$ cat src/rtl/seq_mult_pkg.sv
// Shared constants for the iterative shift-add multiplier: FSM state codes
// and the default operand width.
package seq_mult_pkg;

    localparam int DEFAULT_WIDTH = 8;

    typedef logic [1:0] state_t;

    localparam state_t IDLE = 2'd0;
    localparam state_t CALC = 2'd1;
    localparam state_t DONE = 2'd2;

endpackage

$ cat src/rtl/seq_mult_if.sv
// Request/result bus of the sequential multiplier, shared with the sequential
// divider so either unit can sit behind the same arithmetic front end.
interface seq_mult_if #(
    parameter int WIDTH = 8
);
    // Handshake: start is taken only while busy=0 and captures a_in/b_in on
    // that edge; busy stays high until the result cycle ends; valid pulses for
    // exactly one cycle with product, which then holds until the next accept.
    logic                   start;
    logic [WIDTH-1:0]       a_in;
    logic [WIDTH-1:0]       b_in;
    logic                   busy;
    logic                   valid;
    logic [2*WIDTH-1:0]     product;

    modport master (
        output start, a_in, b_in,
        input  busy, valid, product
    );

    modport slave (
        input  start, a_in, b_in,
        output busy, valid, product
    );

endinterface

$ cat src/rtl/seq_mult_dp.sv
// Datapath of the shift-add multiplier: operand registers, WIDTH+1-bit adder,
// combined {carry,acc,mq} right shifter, iteration counter and product register.
module seq_mult_dp
    import seq_mult_pkg::*;
#(
    parameter  int WIDTH = DEFAULT_WIDTH,
    localparam int CNT_W = $clog2(WIDTH + 1)
) (
    input  logic                 clk,
    input  logic                 rst,
    input  logic                 i_ld,
    input  logic                 i_step,
    input  logic                 i_cap,
    input  logic [WIDTH-1:0]     i_a,
    input  logic [WIDTH-1:0]     i_b,
    output logic                 o_last,
    output logic                 o_zero_op,
    output logic [2*WIDTH-1:0]   o_product
);

    logic [WIDTH-1:0]    r_mcand;
    logic [WIDTH-1:0]    r_acc;
    logic [WIDTH-1:0]    r_mq;
    logic [CNT_W-1:0]    r_cnt;
    logic [2*WIDTH-1:0]  r_product;

    logic [WIDTH:0]      w_sum;
    logic [2*WIDTH-1:0]  w_shifted;

    // The adder carry becomes the new acc MSB after the shift, so no bit is lost.
    assign w_sum     = {1'b0, r_acc} + (r_mq[0] ? {1'b0, r_mcand} : '0);
    assign w_shifted = {w_sum, r_mq[WIDTH-1:1]};

    assign o_last    = (r_cnt == CNT_W'(WIDTH - 1));
    assign o_zero_op = (i_a == '0) || (i_b == '0);
    assign o_product = r_product;

    always_ff @(posedge clk) begin
        if (rst) begin
            r_mcand   <= '0;
            r_acc     <= '0;
            r_mq      <= '0;
            r_cnt     <= '0;
            r_product <= '0;
        end else if (i_ld) begin
            r_mcand   <= i_a;
            r_acc     <= '0;
            r_mq      <= i_b;
            r_cnt     <= '0;
            r_product <= '0;
        end else if (i_step) begin
            r_acc <= w_shifted[2*WIDTH-1:WIDTH];
            r_mq  <= w_shifted[WIDTH-1:0];
            r_cnt <= r_cnt + CNT_W'(1);
            // Final iteration: publish the fully shifted result as it forms.
            if (i_cap) begin
                r_product <= w_shifted;
            end
        end
    end

endmodule

$ cat src/rtl/seq_mult.sv
// Iterative unsigned multiplier top: IDLE/CALC/DONE control FSM around seq_mult_dp.
// Optional zero-operand shortcut enabled by defining SEQ_MULT_EARLY_EXIT_EN.
module seq_mult
    import seq_mult_pkg::*;
#(
    parameter int WIDTH = DEFAULT_WIDTH
) (
    input  logic          clk,
    input  logic          rst,
    seq_mult_if.slave     bus,
    output logic [1:0]    o_dbg_state
);

`ifdef SEQ_MULT_EARLY_EXIT_EN
    localparam bit EARLY_EXIT = 1'b1;
`else
    localparam bit EARLY_EXIT = 1'b0;
`endif

    state_t r_state;
    state_t w_next_state;
    logic   r_busy;
    logic   r_valid;
    logic   w_ld;
    logic   w_step;
    logic   w_cap;
    logic   w_last;
    logic   w_zero_op;

    // busy/valid are flopped from the next state so they line up with r_state.
    always_ff @(posedge clk) begin
        if (rst) begin
            r_state <= IDLE;
            r_busy  <= 1'b0;
            r_valid <= 1'b0;
        end else begin
            r_state <= w_next_state;
            r_busy  <= (w_next_state != IDLE);
            r_valid <= (w_next_state == DONE);
        end
    end

    always_comb begin
        w_next_state = r_state;
        case (r_state)
            IDLE: begin
                if (bus.start) begin
                    w_next_state = (EARLY_EXIT && w_zero_op) ? DONE : CALC;
                end
            end
            CALC: begin
                if (w_last) begin
                    w_next_state = DONE;
                end
            end
            DONE:    w_next_state = IDLE;
            default: w_next_state = IDLE;
        endcase
    end

    always_comb begin
        w_ld   = 1'b0;
        w_step = 1'b0;
        w_cap  = 1'b0;
        case (r_state)
            IDLE: w_ld = bus.start;
            CALC: begin
                w_step = 1'b1;
                w_cap  = w_last;
            end
            default: ;
        endcase
    end

    seq_mult_dp #(
        .WIDTH (WIDTH)
    ) u_dp (
        .clk       (clk),
        .rst       (rst),
        .i_ld      (w_ld),
        .i_step    (w_step),
        .i_cap     (w_cap),
        .i_a       (bus.a_in),
        .i_b       (bus.b_in),
        .o_last    (w_last),
        .o_zero_op (w_zero_op),
        .o_product (bus.product)
    );

    assign bus.busy    = r_busy;
    assign bus.valid   = r_valid;
    assign o_dbg_state = r_state;

endmodule
$ cat src/flat_wrapper.sv
// flat-port wrapper written by rule: the top's interface ports become plain ports
module seq_mult_flat import seq_mult_pkg::*;
#(
    parameter int WIDTH = DEFAULT_WIDTH
)
  (clk, rst, o_dbg_state, bus_start, bus_a_in, bus_b_in, bus_busy, bus_valid, bus_product);
  seq_mult_if #(.WIDTH(WIDTH)) bus_i ();
  input  logic clk;
  input  logic rst;
  output logic [1:0] o_dbg_state;
  input wire logic [$bits(bus_i.start)-1:0] bus_start;
  input wire logic [$bits(bus_i.a_in)-1:0] bus_a_in;
  input wire logic [$bits(bus_i.b_in)-1:0] bus_b_in;
  output wire logic [$bits(bus_i.busy)-1:0] bus_busy;
  output wire logic [$bits(bus_i.valid)-1:0] bus_valid;
  output wire logic [$bits(bus_i.product)-1:0] bus_product;
  assign bus_i.start = bus_start;
  assign bus_i.a_in = bus_a_in;
  assign bus_i.b_in = bus_b_in;
  assign bus_busy = bus_i.busy;
  assign bus_valid = bus_i.valid;
  assign bus_product = bus_i.product;
  seq_mult #(.WIDTH(WIDTH)) u_core (.clk(clk), .rst(rst), .bus(bus_i), .o_dbg_state(o_dbg_state));
endmodule
$ cat config.mk
export PLATFORM = sky130hd
export DESIGN_NAME = seq_mult_flat
export DESIGN_NICKNAME = d
export VERILOG_FILES = /design/src/rtl/seq_mult_pkg.sv /design/src/rtl/seq_mult_if.sv /design/src/rtl/seq_mult_dp.sv /design/src/rtl/seq_mult.sv /design/src/flat_wrapper.sv
export SDC_FILE = /design/constraint.sdc
export NUM_CORES = 1
export LEC_CHECK = 0
export ABC_AREA = 1
export CAP_MARGIN = 40
export CORE_MARGIN = 2
export CORE_UTILIZATION = 52
export CTS_BUF_LIST = sky130_fd_sc_hd__clkbuf_16
export CTS_CLUSTER_SIZE = 25
export DETAILED_ROUTE_END_ITERATION = 10
export PLACE_DENSITY = 0.84
export SYNTH_ARGS = -nofsm -noshare
export SYNTH_HDL_FRONTEND = slang
export SYNTH_SLANG_ARGS = --single-unit
export TNS_END_PERCENT = 50
$ cat constraint.sdc
create_clock -name clk -period 2.49 [get_ports clk]
set_input_delay 0.3735 -clock clk [delete_from_list [all_inputs] [get_ports clk]]
set_output_delay 0.3735 -clock clk [all_outputs]
set_load 0.01 [all_outputs]
Yosys cells after proc, flatten, opt, wreduce, memory -nomap -nowiden
Index checks and enable logic that the tools add are counted.

storage, ports and cells
  register bits after elaboration = 48
  output and inout port bits = 20

operators by class
  equality and inequality tests = 3
  $add $sub $neg = 2
  muxes and demuxes = 9
  reduce and logical (&&, ||, !) cells = 5

operator list
  cell                   count
  $mux W8                3
  $add A8 B9 Y9          1
  $add A4 B1 Y4 const B  1
  $eq A4 B3 Y1 const B   1
  $mux W2                2
  $pmux W2 S2            1
  $reduce_bool A2 Y1     2
  $mux W1                3
  $eq A2 B1 Y1 const B   1
  $eq A2 B2 Y1 const B   1
  $logic_not A2 Y1       1
  $reduce_and A2 Y1      1
  $reduce_or A2 Y1       1

Depth between registers and ports, before layout
  depth after elaboration = 4
  depth in mapped cells = 13

Hierarchy
Synthesis repeated with hierarchy kept, for this count alone.

unflattened totals
  cells, all modules = 309
  area, all modules = 2379.8 um^2

by module, submodules not included
  module       area each (um^2)  cells each  instances
  seq_mult_dp  2222.1            288         1
  seq_mult     157.7             21          1

Worst setup path before layout
Ideal clock, no wire load.

  path type = register -> register
  from = reg u_core.u_dp.r_mq[0]
  to = reg u_core.u_dp.r_acc[5]
  arrival time = 1.619 ns
  stages on the path, launching flop included = 14
  path slack = 0.762 ns
  library setup time = 0.109 ns
  path buffers = 1
  clock period less this slack = 1.728 ns
  path through = dfxtp_1 clkbuf_1 nand2_1 inv_1 ha_1 fa_1 nand2_1 nand2_1 nand3_1 nand2_1 nand2_1 nand3_1 nand2_1 inv_1

on the way
  word-level cells in the longest chain between the ends = 2

RTL lines
  what                    RTL line           source
  start, declared         seq_mult_dp.sv:23  logic [WIDTH-1:0] r_mq;
  start signal, assigned  seq_mult_dp.sv:48  r_mq <= i_b;
  start signal, assigned  seq_mult_dp.sv:53  r_mq <= w_shifted[WIDTH-1:0];
  $mux W8                 seq_mult_dp.sv:31  assign w_sum = {1'b0, r_acc} + (r_mq[0] ? {1'b0, r_mcand} : '0);
  $add A8 B9 Y9           seq_mult_dp.sv:31
  end signal, assigned    seq_mult_dp.sv:52  r_acc <= w_shifted[2*WIDTH-1:WIDTH];
  end, declared           seq_mult_dp.sv:22  logic [WIDTH-1:0] r_acc;

No other way between the ends.
A chain may end at the register's enable or synchronous reset.

Worst setup path after layout
Same ends and word-level chain as after synthesis.

==> impl_metrics.ini <==
[routing]
drc_errors = 0
dr.pass1.iters = 4
ant_nets = 0
wl_per_cell_um = 12.64
drt-total-wl_mm = 4.991
num_vias = 2064
drtIter0Drc = 151
drt-vias-per-instance = 5.225

[clock_tree]
tritoncts = built
clockRootBuffer = clkbuf_16
cts_hold_buffers = 0
postCtsSetupBuffers = 0
numCtsBuffers = 5
ctsHtreeMaxLevel = 2
clock-sinks = 48
cts-resized-gates = 0
clkTransAtPathRegs_ps = 60
clkLatencyLatePin_ps = 290
cts_buffer_depth = 2

[global_route]
grt_pass1_vias = 1943
grt_pass1_wl_mm = 8.852
grt_use_total = 0.2242
grt.met3_usage = 0.05669
grt.busiest_layer = met2
gr-usage-met1 = 0.3032
gr-usage-met2 = 0.3407
antenna_found_initial = 0
overflow = 0
grt_start_max_net_pins = 26

[die]
core-area_um2 = 4086
die_w_um = 69.83
die-area_um2 = 4876
floorplan.rows = 23
boundaryPins = 39
start_util = 0.5514
die_y_um = 69.83

[power]
p_per_area_nw_per_um2 = 624.8
pwr-share-clk = 0.430
static-leakage-power_nw = 1.288
vdd_drop_max_v = 0.0004910
p_int_mw = 1.349
switchingPower_mw = 0.4109
p_sw_frac = 0.2335
pwr-share-comb = 0.102
power_frac_seq = 0.467

[synthesis]
yosysSeqAreaShare = 0.4264
yosys_register_bits = 48
synth_area_um2 = 2253
netlist_instances = 307
synth_area_per_cell_um2 = 7.340
netlist_top_cells_area = dfxtp_1 (43%), nand2_1 (11%), nor2_1 (7.0%), inv_1 (5.8%), a21oi_1 (5.3%)
synth_cell_types = 27
yosys.area.top_type_share = 0.4264
synthesis.nets = 336
synth.largest_area_cell = dfxtp_1
ys_warn_count = 0

[timing]
fmax_ghz = 0.5468
rsz0062_at_grt = false
timing.final.max_slew_violations = 0
hold_viol = 0
tightestPinTransition_ps = 413.9
fin_setup_tns_ps = 0
period_minus_slack_ps = 1829
skew_ps = 4.720
relSlewSlack = 0.7237
period_share = 0.7344
final-setup-viol-count = 0

[cells_and_area]
fin_cells = 395
nets = 373
post-route-cell-area_um2 = 2816
final.fill_count = 349
syn2layout_area_growth_pct = 24.99
antennaDiodeCount = 0
layout-drive-gt1-share = 0.06377
regArea_um2 = 960.9
multi_input_area_um2 = 1071

[setup_path]
cp-start-kind = flip-flop
endpoint_kind = flip-flop
r2r.worst_path.cells = 12
timing.rr.end = u_core.u_dp.r_acc[5]
cp.required_ps = 2680
rrSetupSlack_ps = 660
worstPathMaxFanout = 9
critPathKind = reg -> reg
r2r_start = u_core.u_dp.r_mq[0]
arrival_ps = 2020

[place]
placed_cell_area_um2 = 2649
portBuffers = 38
dpl.cell_count = 387
hpwl_mm = 3.397
gp_congestion = 0.8363

[min_path]
hold_start = u_core.u_dp.o_product[3]
holdPathStages = 2
hp-class = reg -> reg
holdPathEnd = u_core.u_dp.o_product[3]

[flow_run]
drv_cap = 0

[run_status]
status = finished, final reports clean
layout make-up:
class                   count  share of cell area
inverters                  39             0.05375
clock inverters             3             0.01510
flip-flops and latches     48              0.3412
multi-input cells         209              0.3803
well taps                  50             0.02221
clock buffers               5             0.04442
repair buffers             41              0.1430
worst max-delay path, stage by stage (launching register included):
cell	delay, ps
dfxtp_1	390
nand2_1	100
inv_1	40
ha_1	200
fa_1	400
nand2_1	80
nand2_1	90
nand3_1	100
nand2_1	50
nand2_1	70
nand3_1	90
nand2_1	80
inv_1	30
worst max path at each step:
| stage | slack, ps | start | to | cells after the start |
|---|---|---|---|---|
| 2_1_floorplan | 760 | u_core.u_dp.r_mq[0] | u_core.u_dp.r_acc[5] | 13 |
| 3_3_place_gp | 480 | rst | u_core.u_dp.r_cnt[3] | 5 |
| 3_5_place_dp | 460 | rst | u_core.u_dp.r_cnt[3] | 5 |
| 4_1_cts | 660 | u_core.u_dp.r_mq[0] | u_core.u_dp.r_acc[5] | 12 |
| 5_1_grt | 490 | u_core.u_dp.r_mq[0] | u_core.u_dp.r_acc[5] | 12 |
| 6_report | 660 | u_core.u_dp.r_mq[0] | u_core.u_dp.r_acc[5] | 12 |
cells in the mapped netlist:
cell type / number
xor2_1: 1
buf_4: 2
nor2_4: 2
o21a_1: 2
or2_2: 2
nand3b_1: 2
fa_1: 1
a21oi_1: 24
nor2_8: 1
o211ai_1: 4
nand2_2: 2
inv_4: 2
dfxtp_1: 48
nand3_1: 23
buf_2: 5
buf_6: 2
nor2_1: 42
o21ai_0: 17
nand2_1: 65
o22ai_1: 8
inv_1: 35
nor3_1: 2
inv_2: 2
ha_1: 9
xnor2_1: 1
clkbuf_1: 2
nand2_4: 1
cell usage in the layout, fill, tap and decap left out, types with 5 or more instances in the layout:
cell	instances
nand2_1	65
dfxtp_1	48
nor2_1	42
clkdlybuf4s50_1	38
inv_1	35
a21oi_1	24
nand3_1	23
o21ai_0	17
ha_1	9
o22ai_1	8
clkbuf_16	5
metal layers:
| metal | wire length, um | up-vias |
|---|---|---|
| met5 | 0 | - |
| met4 | 80 | 0 |
| met3 | 277 | 7 |
| met2 | 2376 | 63 |
| met1 | 2256 | 937 |
| li1 | - | 1057 |
flip-flops by register name (all words and copies together) (netlist names):
register               count
u_core.u_dp.o_product     16
u_core.u_dp.r_acc          8
u_core.u_dp.r_mcand        8
u_core.u_dp.r_mq           8
u_core.u_dp.r_cnt          4
u_core.o_dbg_state         2
u_core.bus.busy            1
u_core.bus.valid           1
power groups by stage:
stage | combinational, mW | sequential (mW) | clock, mW
after floorplan | 0.119 | 0.832 | 0
after global placement | 0.172 | 0.837 | 0
after detailed placement | 0.177 | 0.838 | 0
after CTS | 0.179 | 0.822 | 0.769
after global routing | 0.202 | 0.826 | 0.796
final | 0.180 | 0.822 | 0.758
logic make-up (layout without fill, tap and decap cells):
| kind of cell | Yosys count | in the layout | share of synthesized area |
|---|---|---|---|
| flops | 48 | 48 | 0.4264 |
| fa+ha+maj | 10 | 10 | 0.05886 |
| compound gates | 55 | 55 | 0.1333 |
| simple gates | 142 | 142 | 0.2754 |
| xor+xnor | 2 | 2 | 0.007775 |
| buf+inv | 50 | 88 | 0.09828 |
through the flow:
stage          total power, mW    util  setup slack (ps)  hold WS (ps)
5_1_grt                  1.824  0.6892             493.3         494.5
6_report                 1.760  0.6892             661.3         465.0
2_1_floorplan           0.9506       -             762.2         445.9
3_3_place_gp             1.010  0.6482             479.6         453.6
3_5_place_dp             1.015  0.6482             458.7         459.8
4_1_cts                  1.770  0.6892             656.7         470.2
(Power assumes the default switching activity.)
